--- src/rtl/wb_gpio_bridge.sv ---
// wb_gpio_bridge: Wishbone B4 classic responder that turns each Wishbone access into a
// read or write on a simple GPIO register bus (addr/we/wdata/rdata).
//
// Ports:
//   clk, rst        clock; asynchronous active-low reset
//   wb_cyc_i/stb_i  Wishbone cycle/strobe
//   wb_we_i         1 = write, 0 = read
//   wb_adr_i        byte address; only [3:2] are decoded (0 = DIR, 1 = OUT, 2 = IN, 3 = none)
//   wb_dat_i/sel_i  write data and byte enables
//   wb_dat_o        registered read data, valid while wb_ack_o is high
//   wb_ack_o/err_o  single-cycle, mutually exclusive responses
//   reg_addr        register index to the GPIO block
//   reg_we          one-cycle write strobe
//   reg_wdata       merged write data
//   reg_rdata       combinational read data for reg_addr
//
// Partial writes read the target register in SETUP and merge the unselected bytes back in,
// so every register-bus write is a full 32-bit word.
module wb_gpio_bridge #(
  parameter int unsigned ADDR_W = 32
) (
  input  logic              clk,
  input  logic              rst,
  input  logic              wb_cyc_i,
  input  logic              wb_stb_i,
  input  logic              wb_we_i,
  input  logic [ADDR_W-1:0] wb_adr_i,
  input  logic [31:0]       wb_dat_i,
  input  logic [3:0]        wb_sel_i,
  output logic [31:0]       wb_dat_o,
  output logic              wb_ack_o,
  output logic              wb_err_o,
  output logic [1:0]        reg_addr,
  output logic              reg_we,
  output logic [31:0]       reg_wdata,
  input  logic [31:0]       reg_rdata
);

  typedef enum logic [1:0] {StIdle, StSetup, StWrite, StResp} state_e;

  state_e      state_q, state_d;
  logic [1:0]  idx_q, idx_d;       // doubles as reg_addr, so it holds between transactions
  logic        we_q, we_d;
  logic [31:0] dat_q, dat_d;
  logic [3:0]  sel_q, sel_d;
  logic [31:0] wb_dat_q, wb_dat_d;
  logic        ack_q, ack_d;
  logic        err_q, err_d;
  logic        reg_we_q, reg_we_d;
  logic [31:0] reg_wdata_q, reg_wdata_d;

  logic [31:0] mask;
  logic [31:0] merged;

  // Base matching happens in the interconnect; the remaining address bits are ignored.
  logic unused_adr;
  assign unused_adr = ^{wb_adr_i[ADDR_W-1:4], wb_adr_i[1:0]};

  always_comb begin
    mask = '0;
    for (int b = 0; b < 4; b++) begin
      mask[8*b +: 8] = {8{sel_q[b]}};
    end
  end

  assign merged = (reg_rdata & ~mask) | (dat_q & mask);

  always_comb begin
    state_d     = state_q;
    idx_d       = idx_q;
    we_d        = we_q;
    dat_d       = dat_q;
    sel_d       = sel_q;
    wb_dat_d    = wb_dat_q;
    ack_d       = 1'b0;
    err_d       = 1'b0;
    reg_we_d    = 1'b0;
    reg_wdata_d = reg_wdata_q;

    unique case (state_q)
      StIdle: begin
        if (wb_cyc_i && wb_stb_i) begin
          idx_d   = wb_adr_i[3:2];
          we_d    = wb_we_i;
          dat_d   = wb_dat_i;
          sel_d   = wb_sel_i;
          state_d = StSetup;
        end
      end

      StSetup: begin
        if (!wb_cyc_i) begin
          // Master abandoned the cycle: no write, no response.
          state_d = StIdle;
        end else if (!we_q) begin
          state_d = StResp;
          if (idx_q == 2'd3) begin
            err_d    = 1'b1;
            wb_dat_d = '0;
          end else begin
            ack_d    = 1'b1;
            wb_dat_d = reg_rdata;
          end
        end else if (idx_q[1]) begin
          // IN is read-only and index 3 is unmapped.
          state_d  = StResp;
          err_d    = 1'b1;
          wb_dat_d = '0;
        end else if (sel_q == 4'b0000) begin
          state_d  = StResp;
          ack_d    = 1'b1;
          wb_dat_d = '0;
        end else begin
          state_d     = StWrite;
          reg_we_d    = 1'b1;
          reg_wdata_d = merged;
        end
      end

      StWrite: begin
        // The write strobe is already out; only the response depends on the master staying.
        state_d = StResp;
        if (wb_cyc_i) begin
          ack_d    = 1'b1;
          wb_dat_d = '0;
        end
      end

      StResp: begin
        state_d = StIdle;
      end

      default: state_d = StIdle;
    endcase
  end

  always_ff @(posedge clk or negedge rst) begin
    if (!rst) begin
      state_q     <= StIdle;
      idx_q       <= 2'd0;
      we_q        <= 1'b0;
      dat_q       <= '0;
      sel_q       <= '0;
      wb_dat_q    <= '0;
      ack_q       <= 1'b0;
      err_q       <= 1'b0;
      reg_we_q    <= 1'b0;
      reg_wdata_q <= '0;
    end else begin
      state_q     <= state_d;
      idx_q       <= idx_d;
      we_q        <= we_d;
      dat_q       <= dat_d;
      sel_q       <= sel_d;
      wb_dat_q    <= wb_dat_d;
      ack_q       <= ack_d;
      err_q       <= err_d;
      reg_we_q    <= reg_we_d;
      reg_wdata_q <= reg_wdata_d;
    end
  end

  assign wb_dat_o  = wb_dat_q;
  assign wb_ack_o  = ack_q;
  assign wb_err_o  = err_q;
  assign reg_addr  = idx_q;
  assign reg_we    = reg_we_q;
  assign reg_wdata = reg_wdata_q;

endmodule

--- config.mk ---
export PLATFORM = sky130hd
export DESIGN_NAME = wb_gpio_bridge
export DESIGN_NICKNAME = d
export VERILOG_FILES = /design/src/rtl/wb_gpio_bridge.sv
export SDC_FILE = /design/constraint.sdc
export NUM_CORES = 1
export LEC_CHECK = 0
export CAP_MARGIN = 20
export CORE_ASPECT_RATIO = 1.25
export CORE_MARGIN = 1.5
export CORE_UTILIZATION = 45
export DETAILED_ROUTE_END_ITERATION = 16
export PLACE_DENSITY_LB_ADDON = 0.05
export SYNTH_ARGS = -nofsm -noshare
export SYNTH_HDL_FRONTEND = slang
export SYNTH_SLANG_ARGS = --single-unit
--- constraint.sdc ---
create_clock -name clk -period 2.2 [get_ports clk]
set_clock_uncertainty 0.05 [all_clocks]
set_input_delay 0.22 -clock clk [delete_from_list [all_inputs] [get_ports clk]]
set_output_delay 0.22 -clock clk [all_outputs]
set_load 0.05 [all_outputs]
### Word-level counts from Yosys, hierarchy flattened

Index checks and enable logic that the tools add are counted.

* logic and storage cells: 61
* output and inout port bits: 69
* input port bits: 105
* register bits: 108

* eq/ne operators: 8
* reductions and logical operators: 7
* bitwise logic cells: 6
* muxes and demuxes: 30

Operators by type and width (number)
* 32-bit 2-to-1 mux: 6
* 32-bit AND: 2
* 32-bit case mux with 2 select lines: 1
* 32-bit NOT: 1
* 32-bit bitwise OR: 1
* 1-bit 2-to-1 mux: 19
* 2-bit case mux with 4 select lines: 1
* 2-bit == test, second input constant: 3
* 2-bit inequality test, second input constant: 3
* 5-bit AND reduction: 1
* 4-bit zero test: 1
* 2-bit 2-to-1 mux: 2
* 4-bit inequality test, second input constant: 1
* 4-bit AND reduction: 1
* 2-bit by 1-bit == test with 1-bit output, second input constant: 1
* 2-bit zero test: 1
* 1-bit NOT: 2
* 1-bit case mux with 2 select lines: 1
* 2-bit AND reduction: 1
* 2-bit nonzero test: 1
* 1-bit logical AND: 1

### Longest topological paths before layout

* word-level depth: 6
* gate-level depth with buffers: 7
* gate-level depth less buffers: 5

### Least setup slack after synthesis

Ideal clock, no wire load.

* kind: register to register
* from: register with a tool-made name
* to: register reg_wdata_q[10] (netlist: reg_wdata[10])
* data required time: 2.025 ns
* path buffers: 1
* period minus slack after synthesis: 1.829 ns
* arrival time: 1.654 ns
* path slack: 0.371 ns
* setup time: 0.125 ns
* cell stages (with the launch flop): 7
* path through: dfrtp_1 -> inv_1 -> ha_1 -> nand2_1 -> nor4_4 -> buf_6 -> mux2_2

RTL lines
* to (signal assigned): RTL line 159 `reg_wdata_q <= reg_wdata_d;`
* to (decl): RTL line 50 `logic [31:0] reg_wdata_q, reg_wdata_d;`

### Worst setup path after layout

* from: register idx_q[1] (netlist: reg_addr[1])
* to: output port reg_addr[1]

RTL lines
* from (decl): RTL line 42 `logic [1:0] idx_q, idx_d;`
* from (signal assigned): RTL line 151 `idx_q <= idx_d;`
* to (decl): RTL line 33 `output logic [1:0] reg_addr,`

No word-level cell between the ends.

==> metrics.cfg <==
[status]
status=finished, final reports clean

[cells_and_area]
final_cell_mix=clkdlybuf4s50_1 (142), dfrtp_1 (108), mux2_2 (102)
postLayoutCoreUtil_pct=65.7
fin_nets=614
design_area_mm2=0.00671
drive_gt1_share_pct=26.9
area_growth_pct=40.7
diodes=0
layout_commonest_cell=clkdlybuf4s50_1
fillers=807

[route]
final_antenna_net_count=0
route.detailed.drc=0
drt_wl_total_mm=10.8
wl_met3_um=689
vias=3205
wl_per_cell_um=17.0
drtPass1Iterations=4
m1WireLength_mm=4.39
first_iter_violations=57
wl_met2_mm=5.63
routed_via_density=5.02
top_layer_used=met4

[global_route]
grt_antenna_before_repair=0
grt_pass1_vias=3482
gr-usage-all-layers_pct=20.5
grt_pass1_wl_mm=17.4
grt-ovfl-total=0
grt_max_degree=45

[worst_setup_path]
end_kind=output pin
worst-path-stages=1
crit_arrival_ns=1.73
crit_type=register to output pin
required_ns=1.93
critPathBufInv=1
path_max_fanout=7
start_kind=register
r2r_end=reg_wdata[6]
slowest_stage=clkdlybuf4s50_1
path_delay_family=buffers and inverters
rr_worst_depth=6
path_cells=clkdlybuf4s50_1
slowest_delay_ns=0.87
reg2reg_setup_slack_ns=0.21

[yosys]
yosysWarnings=0
yosysSeqAreaShare_pct=56.7
synth-seq-cells=108
yosysUniqueCellTypes=25
syn_inst=352
postSynthAreaPerCell_um2=13.5
syn_area_mm2=0.00477
syn_nets=461

[cts]
cts_tree=done
cts_buffers=9
clock_sinks=108
holdBufCountCts=1
cts.htree.levels=3
postCtsSetupBuffers=0
cts.path.max_buffers=2
cts_root_buf=clkbuf_16
cts_resized=0
clkLatencyLatePin_ns=0.34
clk_pin_slew_worst_paths_ns=0.06

[timing]
fin_ws_ns=0.196
period_needed_ns=2.00
rsz0062_at_grt=no
fin_crit_sh_pct=91.1
setup_viol=0
fmax_ghz=0.499
max_slew_margin_pct=59.8
finalMaxSlewViolations=0
fin_tns_setup_ns=0
hold_violations=0
worst_pin_slew_ns=0.604

[floorplanning]
dieWidth_um=95.1
rows=41
coreArea_mm2=0.0102
die_h_um=118
ios=174
dieArea_mm2=0.0112
initial_core_util_pct=46.7

[placement]
place_congestion=0.797
hpwl_mm=7.73
place_area_mm2=0.00641
pre_cts_ws_ns=0.203
port_buffers=143

[power_and_ir_drop]
power_w=0.0112
peakVddDrop_mv=0.851
p_per_area_mw_per_mm2=1670
leakagePower_nw=2.94

[flow_run]
max-cap-violations=0

[hold_path]
hp-class=primary input to async pin

## logic make-up (layout without fill, tap and decap cells)
kind of cell / after synthesis / in the layout / share of synthesized area, %
buffers and inverters: 53 / 210 / 5.30
flip-flops: 108 / 108 / 56.7
adder cells (fa/ha/maj): 4 / 4 / 1.05
multiplexers: 136 / 136 / 31.2
AO/OA/AOI/OAI: 9 / 9 / 1.60
AND/OR/NAND/NOR: 42 / 42 / 4.14
## synth_stat cells
master	number	area, um^2
o32a_1	1	10.0
a21bo_2	1	10.0
nor4_4	2	42.5
buf_4	1	7.51
nor2_1	3	11.3
mux2_2	102	1150
buf_2	4	20.0
ha_1	4	50.1
mux2i_1	33	330
o221a_2	1	11.3
o41ai_1	1	8.76
mux2_1	1	11.3
buf_1	3	11.3
a211oi_1	1	7.51
buf_6	6	67.6
inv_1	35	131
dfrtp_1	108	2700
clkbuf_1	4	15.0
nand3b_1	1	7.51
o21ai_0	1	5.00
o311a_1	1	10.0
nand3_1	1	5.00
a31oi_1	1	6.26
o21a_1	1	7.51
nand2_1	35	131
## cell type report
class | count | area [um^2] | share of cell area (%)
Multi-Input combinational cell | 191 | 1830 | 27.3
Timing Repair Buffer | 160 | 1600 | 23.8
Inverter | 35 | 131 | 1.96
Clock buffer | 13 | 250 | 3.73
Sequential cell | 108 | 2700 | 40.3
Tap cell | 129 | 161 | 2.41
Clock inverter | 2 | 35.0 | 0.522
## registers in the layout (all words and copies together), names as in the netlist, named ones only
register / cells
we_q: 1
state_q: 1
dat_q: 32
reg_addr: 2
reg_we: 1
wb_err_o: 1
reg_wdata: 32
wb_dat_o: 32
sel_q: 4
wb_ack_o: 1
## metrics by stage
stage / hold WS, ns / instances
2_1_floorplan: -0.126 / 352
3_3_place_gp: 0.224 / 622
3_5_place_dp: 0.224 / 622
4_1_cts: 0.391 / 638
5_1_grt: 0.419 / 638
6_report: 0.371 / 638
## report_power, final
group / internal [W] / switching [W] / total (W)
Clock: 0.000907 / 0.000666 / 0.00157
Combinational: 0.00262 / 0.00357 / 0.00620
Sequential: 0.00292 / 0.000520 / 0.00344
Total: 0.00645 / 0.00476 / 0.0112
## how the worst max path moves through the flow
stage	startpoint	endpoint
global placement	register	reg_wdata[11]
detailed placement	register	reg_wdata[6]
CTS	reg_addr[1]	reg_addr[1]
floorplan	register	reg_wdata[10]
global route	register	reg_wdata[0]
finish	reg_addr[1]	reg_addr[1]
## routing by layer
layer	GRT usage, %	up-vias
met2	35.3	89
met4	6.16	0
met3	6.07	11
met1	24.1	1610
met5	0	-
li1	-	1495
Power figures use the tool's default switching activity.
